[config.mk]
export PLATFORM = sky130hd
export DESIGN_NAME = wb_scoreboard
export DESIGN_NICKNAME = d
export VERILOG_FILES = /design/src/rtl/wb_scoreboard_pkg.sv /design/src/rtl/wb_shadow_rf.sv /design/src/rtl/wb_scoreboard.sv
export SDC_FILE = /design/constraint.sdc
export NUM_CORES = 2
export LEC_CHECK = 0
export CORE_AREA = 2 2 298 300
export DETAILED_ROUTE_END_ITERATION = 16
export DIE_AREA = 0 0 300 302
export PLACE_DENSITY = 0.8
export SKIP_LAST_GASP = 1
export SYNTH_ARGS = -nofsm -noshare
export SYNTH_HDL_FRONTEND = slang
export SYNTH_SLANG_ARGS = --single-unit
[constraint.sdc]
create_clock -name clk -period 4.8 [get_ports clk]
set_input_delay 0.96 -clock clk [delete_from_list [all_inputs] [get_ports clk]]
set_output_delay 0.96 -clock clk [all_outputs]
set_load 0.05 [all_outputs]
[src/rtl/wb_scoreboard_pkg.sv]
// Shared types and defaults for the writeback scoreboard.
// Holds the FSM encoding, default parameter values and a saturating counter helper.
package wb_scoreboard_pkg;

  typedef enum logic [1:0] {
    ST_IDLE  = 2'd0,
    ST_RUN   = 2'd1,
    ST_CHECK = 2'd2,
    ST_DONE  = 2'd3
  } sb_state_e;

  localparam int unsigned SB_DATA_W     = 32;
  localparam int unsigned SB_NUM_REGS   = 16;
  localparam int unsigned SB_NUM_WPORTS = 2;
  localparam int unsigned SB_TIMEOUT    = 2500;

  function automatic logic [31:0] sat_inc32(input logic [31:0] v);
    return (v == 32'hFFFF_FFFF) ? v : v + 32'd1;
  endfunction

endpackage

[src/rtl/wb_shadow_rf.sv]
// Shadow register file: NUM_WPORTS write ports, one combinational read port.
// Highest-numbered port wins on a same-address collision; clr_i zeroes every entry.
module wb_shadow_rf #(
  parameter int unsigned DATA_W     = 32,
  parameter int unsigned NUM_REGS   = 16,
  parameter int unsigned NUM_WPORTS = 2,
  parameter int unsigned ADDR_W     = 4
) (
  input  logic                         clk,
  input  logic                         reset,
  input  logic                         clr_i,
  input  logic [NUM_WPORTS-1:0]        wr_en_i,
  input  logic [NUM_WPORTS*ADDR_W-1:0] wr_addr_i,
  input  logic [NUM_WPORTS*DATA_W-1:0] wr_data_i,
  input  logic [ADDR_W-1:0]            rd_addr_i,
  output logic [DATA_W-1:0]            rd_data_o
);

  localparam int unsigned NREGS_EXT = NUM_REGS;
  localparam logic [ADDR_W:0] NREGS_W = NREGS_EXT[ADDR_W:0];

  logic [DATA_W-1:0] regs_q [NUM_REGS];
  logic [DATA_W-1:0] regs_d [NUM_REGS];

  // Ports are applied in ascending order so the last (highest) writer sticks.
  always_comb begin
    regs_d = regs_q;
    if (clr_i) begin
      for (int r = 0; r < int'(NUM_REGS); r++) regs_d[r] = '0;
    end else begin
      for (int p = 0; p < int'(NUM_WPORTS); p++) begin
        if (wr_en_i[p] && ({1'b0, wr_addr_i[p*ADDR_W +: ADDR_W]} < NREGS_W)) begin
          regs_d[wr_addr_i[p*ADDR_W +: ADDR_W]] = wr_data_i[p*DATA_W +: DATA_W];
        end
      end
    end
  end

  always_ff @(posedge clk) begin
    if (reset) begin
      for (int r = 0; r < int'(NUM_REGS); r++) regs_q[r] <= '0;
    end else begin
      regs_q <= regs_d;
    end
  end

  assign rd_data_o = regs_q[rd_addr_i];

endmodule

[src/rtl/wb_scoreboard.sv]
// Shadows register writebacks during a run, then walks the expected table one index per cycle.
// Reports pass/fail, mismatch count, first failing index and run length until the next start.
module wb_scoreboard
  import wb_scoreboard_pkg::*;
#(
  parameter int unsigned DATA_W     = SB_DATA_W,
  parameter int unsigned NUM_REGS   = SB_NUM_REGS,
  parameter int unsigned NUM_WPORTS = SB_NUM_WPORTS,
  parameter int unsigned TIMEOUT    = SB_TIMEOUT,
  localparam int unsigned ADDR_W    = (NUM_REGS > 1) ? $clog2(NUM_REGS) : 1
) (
  input  logic                         clk,
  input  logic                         reset,
  input  logic                         start,
  input  logic                         halt,
  input  logic [NUM_WPORTS-1:0]        wr_en,
  input  logic [NUM_WPORTS*ADDR_W-1:0] wr_addr,
  input  logic [NUM_WPORTS*DATA_W-1:0] wr_data,
  input  logic                         exp_we,
  input  logic [ADDR_W-1:0]            exp_idx,
  input  logic [DATA_W-1:0]            exp_data,
  input  logic                         exp_chk,
  output logic                         busy,
  output logic                         done,
  output logic                         pass,
  output logic                         timeout,
  output logic [ADDR_W:0]              mismatch_cnt,
  output logic [ADDR_W-1:0]            first_fail,
  output logic [31:0]                  cycle_cnt
);

  localparam int unsigned NREGS_EXT = NUM_REGS;
  localparam int unsigned LAST_EXT  = NUM_REGS - 1;
  localparam logic [ADDR_W:0]   NREGS_W  = NREGS_EXT[ADDR_W:0];
  localparam logic [ADDR_W-1:0] LAST_IDX = LAST_EXT[ADDR_W-1:0];

  sb_state_e         state_q, state_d;
  logic [31:0]       cycle_cnt_q, cycle_cnt_d;
  logic [ADDR_W-1:0] idx_q, idx_d;
  logic [ADDR_W:0]   mism_q, mism_d;
  logic [ADDR_W-1:0] ff_q, ff_d;
  logic              tmo_q, tmo_d;

  logic [DATA_W-1:0]   exp_data_q [NUM_REGS];
  logic [NUM_REGS-1:0] exp_chk_q;

  logic              start_acc, tmo_hit, exp_wr, mis_hit;
  logic [32:0]       cyc_next;
  logic [DATA_W-1:0] rd_data;

  assign start_acc = start && ((state_q == ST_IDLE) || (state_q == ST_DONE));
  assign cyc_next  = {1'b0, cycle_cnt_q} + 33'd1;
  assign tmo_hit   = (cyc_next >= 33'(TIMEOUT));
  assign exp_wr    = exp_we && (state_q != ST_CHECK) && ({1'b0, exp_idx} < NREGS_W);
  assign mis_hit   = (state_q == ST_CHECK) && exp_chk_q[idx_q] && (rd_data != exp_data_q[idx_q]);

  wb_shadow_rf #(
    .DATA_W    (DATA_W),
    .NUM_REGS  (NUM_REGS),
    .NUM_WPORTS(NUM_WPORTS),
    .ADDR_W    (ADDR_W)
  ) u_shadow (
    .clk      (clk),
    .reset    (reset),
    .clr_i    (start_acc),
    .wr_en_i  ((state_q == ST_RUN) ? wr_en : '0),
    .wr_addr_i(wr_addr),
    .wr_data_i(wr_data),
    .rd_addr_i(idx_q),
    .rd_data_o(rd_data)
  );

  always_ff @(posedge clk) begin
    if (reset) state_q <= ST_IDLE;
    else       state_q <= state_d;
  end

  always_comb begin
    state_d = state_q;
    unique case (state_q)
      ST_IDLE, ST_DONE: if (start) state_d = ST_RUN;
      ST_RUN:           if (halt || tmo_hit) state_d = ST_CHECK;
      ST_CHECK:         if (idx_q == LAST_IDX) state_d = ST_DONE;
      default:          state_d = ST_IDLE;
    endcase
  end

  always_comb begin
    busy         = (state_q == ST_RUN) || (state_q == ST_CHECK);
    done         = (state_q == ST_DONE);
    pass         = done && (mism_q == '0) && !tmo_q;
    timeout      = done && tmo_q;
    mismatch_cnt = mism_q;
    first_fail   = ff_q;
    cycle_cnt    = cycle_cnt_q;
  end

  always_comb begin
    cycle_cnt_d = cycle_cnt_q;
    idx_d       = idx_q;
    mism_d      = mism_q;
    ff_d        = ff_q;
    tmo_d       = tmo_q;
    if (start_acc) begin
      cycle_cnt_d = '0;
      idx_d       = '0;
      mism_d      = '0;
      ff_d        = '0;
      tmo_d       = 1'b0;
    end else if (state_q == ST_RUN) begin
      cycle_cnt_d = sat_inc32(cycle_cnt_q);
      idx_d       = '0;
      // A halt arriving on the limit cycle still counts as a clean finish.
      if (tmo_hit && !halt) tmo_d = 1'b1;
    end else if (state_q == ST_CHECK) begin
      idx_d = idx_q + 1'b1;
      if (mis_hit) begin
        mism_d = mism_q + 1'b1;
        if (mism_q == '0) ff_d = idx_q;
      end
    end
  end

  always_ff @(posedge clk) begin
    if (reset) begin
      cycle_cnt_q <= '0;
      idx_q       <= '0;
      mism_q      <= '0;
      ff_q        <= '0;
      tmo_q       <= 1'b0;
    end else begin
      cycle_cnt_q <= cycle_cnt_d;
      idx_q       <= idx_d;
      mism_q      <= mism_d;
      ff_q        <= ff_d;
      tmo_q       <= tmo_d;
    end
  end

  always_ff @(posedge clk) begin
    if (reset) begin
      for (int r = 0; r < int'(NUM_REGS); r++) exp_data_q[r] <= '0;
      exp_chk_q <= '0;
    end else if (exp_wr) begin
      exp_data_q[exp_idx] <= exp_data;
      exp_chk_q[exp_idx]  <= exp_chk;
    end
  end

endmodule
==> impl_metrics.csv <==
group,metric,value,unit
sta,finalCritPeriodShare,84.3,%
power_and_ir_drop,p_leak,21.3,nW
global_routing,track_usage,35.8,%
detailed_routing,via_count,39507,
global_routing,grt_use_met2,58.2,%
placed_design,hpwl,96700,um
global_routing,antenna_found_initial,9,
synthesis,synth_area_leader_cell,"edfxtp_1",
cells_and_area,drive_above_1_share,13.6,%
power_and_ir_drop,total_power,22.2,mW
cells_and_area,nNetsFinal,4702,
floorplan,core-area,87600,sq um
synthesis,synth_edf_count,512,
sta,rsz0062_at_grt,"no",
min_path,min_from,"first_fail[0]",
synthesis,synth.area.top_cells,"edfxtp_1 (29%), dfxtp_1 (22%), mux2i_1 (12%)",
sta,setup_viol,0,
synthesis,synth_ff_type,"dfxtp_1",
detailed_routing,routed_wirelength,163000,um
synthesis,synth_seq_cells,1092,
power_and_ir_drop,p_switching,5.75,mW
global_routing,grt_pass1_wl,245000,um
power_and_ir_drop,vdd_drop_max,0.359,mV
cells_and_area,final_common_cell,"mux2i_1",
critical_path,r2r-end,"mismatch_cnt[4]",
detailed_routing,antenna_left,0,
synthesis,synth_top_area_share,28.6,%
floorplan,start_util,61.5,%
critical_path,crit_cells,5,
placed_design,io_buffers,160,
global_routing,grt_pass1_vias,38794,
detailed_routing,drt_iter0_markers,5657,
power_and_ir_drop,pwr-share-clk,40.8,%
synthesis,synth.avg_cell_area,11.6,sq um
min_path,hold_depth,2,
min_path,hold_path.class,"reg -> reg",
sta,slew_viol_final,0,
clock_network,hold_buffers,0,
critical_path,crit_buf_inv,2,
power_and_ir_drop,power.density,368,nW/um^2
critical_path,r2r_slack,0.83,ns
global_routing,overflow,0,
min_path,hold_end,"first_fail[0]",
global_routing,use_met3,7.79,%
clock_network,cts_setup_buffers,0,
detailed_routing,drc,0,
sta,setup_tns,0,ns
clock_network,cts_buffer_depth,3,
global_routing,grt_max_degree,100,
floorplan,die_y,302,um
power_and_ir_drop,p_int,16.4,mW
critical_path,critPathCaptureType,"output pin",
synthesis,ys_types,69,
synthesis,netlist_instances,4653,
global_routing,busiest_layer,"met2",
clock_network,cts_resized,0,
critical_path,slowest_delay,0.87,ns
cells_and_area,finalNonFillerCells,5844,
synthesis,async_flop_share,0,%
global_routing,use_met1,46.2,%
floorplan,ios,161,
power_and_ir_drop,power_frac_seq,46.1,%
power_and_ir_drop,power.share.switching,25.9,%
detailed_routing,firstDrtPassIters,6,
synthesis,ys_warn_count,0,
cells_and_area,final_core_util,68.8,%
clock_network,cts_buffers,111,
detailed_routing,wl_per_cell,27.9,um
cells_and_area,final_cell_mix,"mux2i_1 (656), nor2_1 (574), dfxtp_1 (574), and2_1 (517), a211oi_1 (514)",
critical_path,start_kind,"register",
clock_network,h-tree-depth,3,
critical_path,path_class,"reg -> out",
sta,hold_viol,0,
synthesis,synth_seq_area_share,50.1,%
clock_network,path_clk_slew,0.06,ns
floorplan,fp.dieW,300,um
critical_path,cp.required,3.84,ns
sta,worst_pin_slew,1.04,ns
critical_path,rr_worst_depth,12,
clock_network,cts-root-buf,"clkbuf_16",
run_status,status,"complete, no violations",
sta,slew_headroom,30.8,%
sta,fin_crit,4.05,ns
sta,whs,0.466,ns
placed_design,dp_cells,5629,
clock_network,clk_latency,0.73,ns
critical_path,regToRegStartpoint,"idx_q[1]",
synthesis,synth_nets,4778,
detailed_routing,via_per_inst,6.76,
critical_path,cp_data_arrival_time,3.09,ns
floorplan,dieArea,90600,sq um
sta,fin_skew,0.0242,ns
synthesis,syn-cell-area,53800,sq um
critical_path,worstPathCellList,"inv_1 > ha_1 > or4b_2 > nor3b_1 > clkdlybuf4s50_1",
flow_run,cap_viol_max_count,0,
cells_and_area,syn2layout_area_growth,12.0,%
placed_design,gp_congestion,0.885,
floorplan,rows,109,
sta,max_freq,247,MHz
critical_path,crit_fanout,6,
power_and_ir_drop,combPwrFrac,13.1,%
critical_path,crit_family,"simple AND/OR/NAND/NOR gates",
clock_network,cts_tree,"done",
critical_path,slowest_stage,"clkdlybuf4s50_1",
clock_network,clock_sinks,1092,
-- worst max-delay path by stage --
stage                    start  slack (ns)              end
3_3_place_gp          idx_q[0]        0.92  mismatch_cnt[4]
6_report       mismatch_cnt[0]        0.75             pass
5_1_grt        mismatch_cnt[0]        0.72             pass
4_1_cts        mismatch_cnt[0]        0.77             pass
2_1_floorplan  mismatch_cnt[0]        1.32             pass
3_5_place_dp          idx_q[0]        0.91  mismatch_cnt[4]
-- layer usage --
metal | vias up | wire length [um]
li1 | 17045 | -
met1 | 19346 | 59800
met4 | 10 | 8200
met2 | 2526 | 77400
met5 | - | 55
met3 | 580 | 17700
-- layout make-up --
type	count	area, sq um
diodes	9	22.5
clock buffers	157	3170
clock inverters	49	628
fillers	6114	27300
inverters	31	116
multi-input cells	3035	24900
flip-flops and latches	1092	27000
well taps	1165	1460
repair buffers	306	2990
-- metrics by stage --
| stage | area [sq um] | setup slack [ns] |
|---|---|---|
| 2_1_floorplan | 53800 | 1.32 |
| 3_3_place_gp | 56400 | 0.916 |
| 3_5_place_dp | 56400 | 0.912 |
| 4_1_cts | 60200 | 0.767 |
| 5_1_grt | 60300 | 0.721 |
| 6_report | 60300 | 0.752 |
-- synthesized netlist by cell type, types with 4 or more instances --
master	n
o21a_1	9
clkbuf_1	360
a21o_1	12
edfxtp_1	512
a221o_1	8
buf_4	13
and2_1	517
or3_1	14
nand2b_1	17
and4_1	5
o21ai_1	7
a22o_1	9
nand2_1	69
mux2i_1	656
a21oi_1	28
buf_2	20
nand3_1	31
and3_1	9
buf_1	77
nor3_1	36
a211oi_1	514
or2_2	6
a22oi_1	13
buf_8	4
inv_1	27
nand4_1	21
nor2_1	597
nor2b_1	9
nand3b_1	4
ha_1	9
or4_1	8
nor3b_1	7
xor2_1	30
dfxtp_1	580
o21ai_0	45
nor4_1	5
xnor2_1	19
a221oi_1	47
mux4_2	233
buf_6	18
-- sequential cells by signal, indices dropped and copies added, names as in the netlist, named ones only --
| signal | count |
|---|---|
| cycle_cnt | 32 |
| exp_chk_q | 16 |
| exp_data_q | 512 |
| first_fail | 4 |
| idx_q | 4 |
| mismatch_cnt | 5 |
| state_q | 2 |
| tmo_q | 1 |
| u_shadow.regs_q | 512 |
-- worst reg2reg max path: cells and delay by family, from the launching register on --
family                    cells  cell delay [ns]
buffers and inverters         3             0.76
xor gates and xnor gates      1             0.19
and+or+nand+nor               3             0.99
AOI/OAI and AO/OA             2             0.15
muxes                         3             0.96
DFF                           1             0.76
-- logic make-up (layout without fill, tap and decap cells) --
kind of cell             after synthesis  after routing  share of synthesized area (%)
adder cells (fa/ha/maj)                9              9                          0.209
flip-flops                          1092           1092                           50.1
buffers and inverters                526            543                           4.23
XOR/XNOR                              49             49                          0.797
AND/OR/NAND/NOR                     1369           1369                           12.8
other                                  0              9                              0
AO/OA/AOI/OAI                        718            718                           9.84
multiplexers                         890            890                           22.0
-- power groups by stage --
stage	Clock (mW)	Sequential (mW)	Combinational (mW)
3_3_place_gp	0	10.4	2.82
4_1_cts	9.06	10.2	2.87
6_report	9.04	10.2	2.90
5_1_grt	9.42	10.2	3.06
2_1_floorplan	0	10.3	2.03
3_5_place_dp	0	10.4	2.85
No activity file was read; power rests on OpenSTA's default activity.
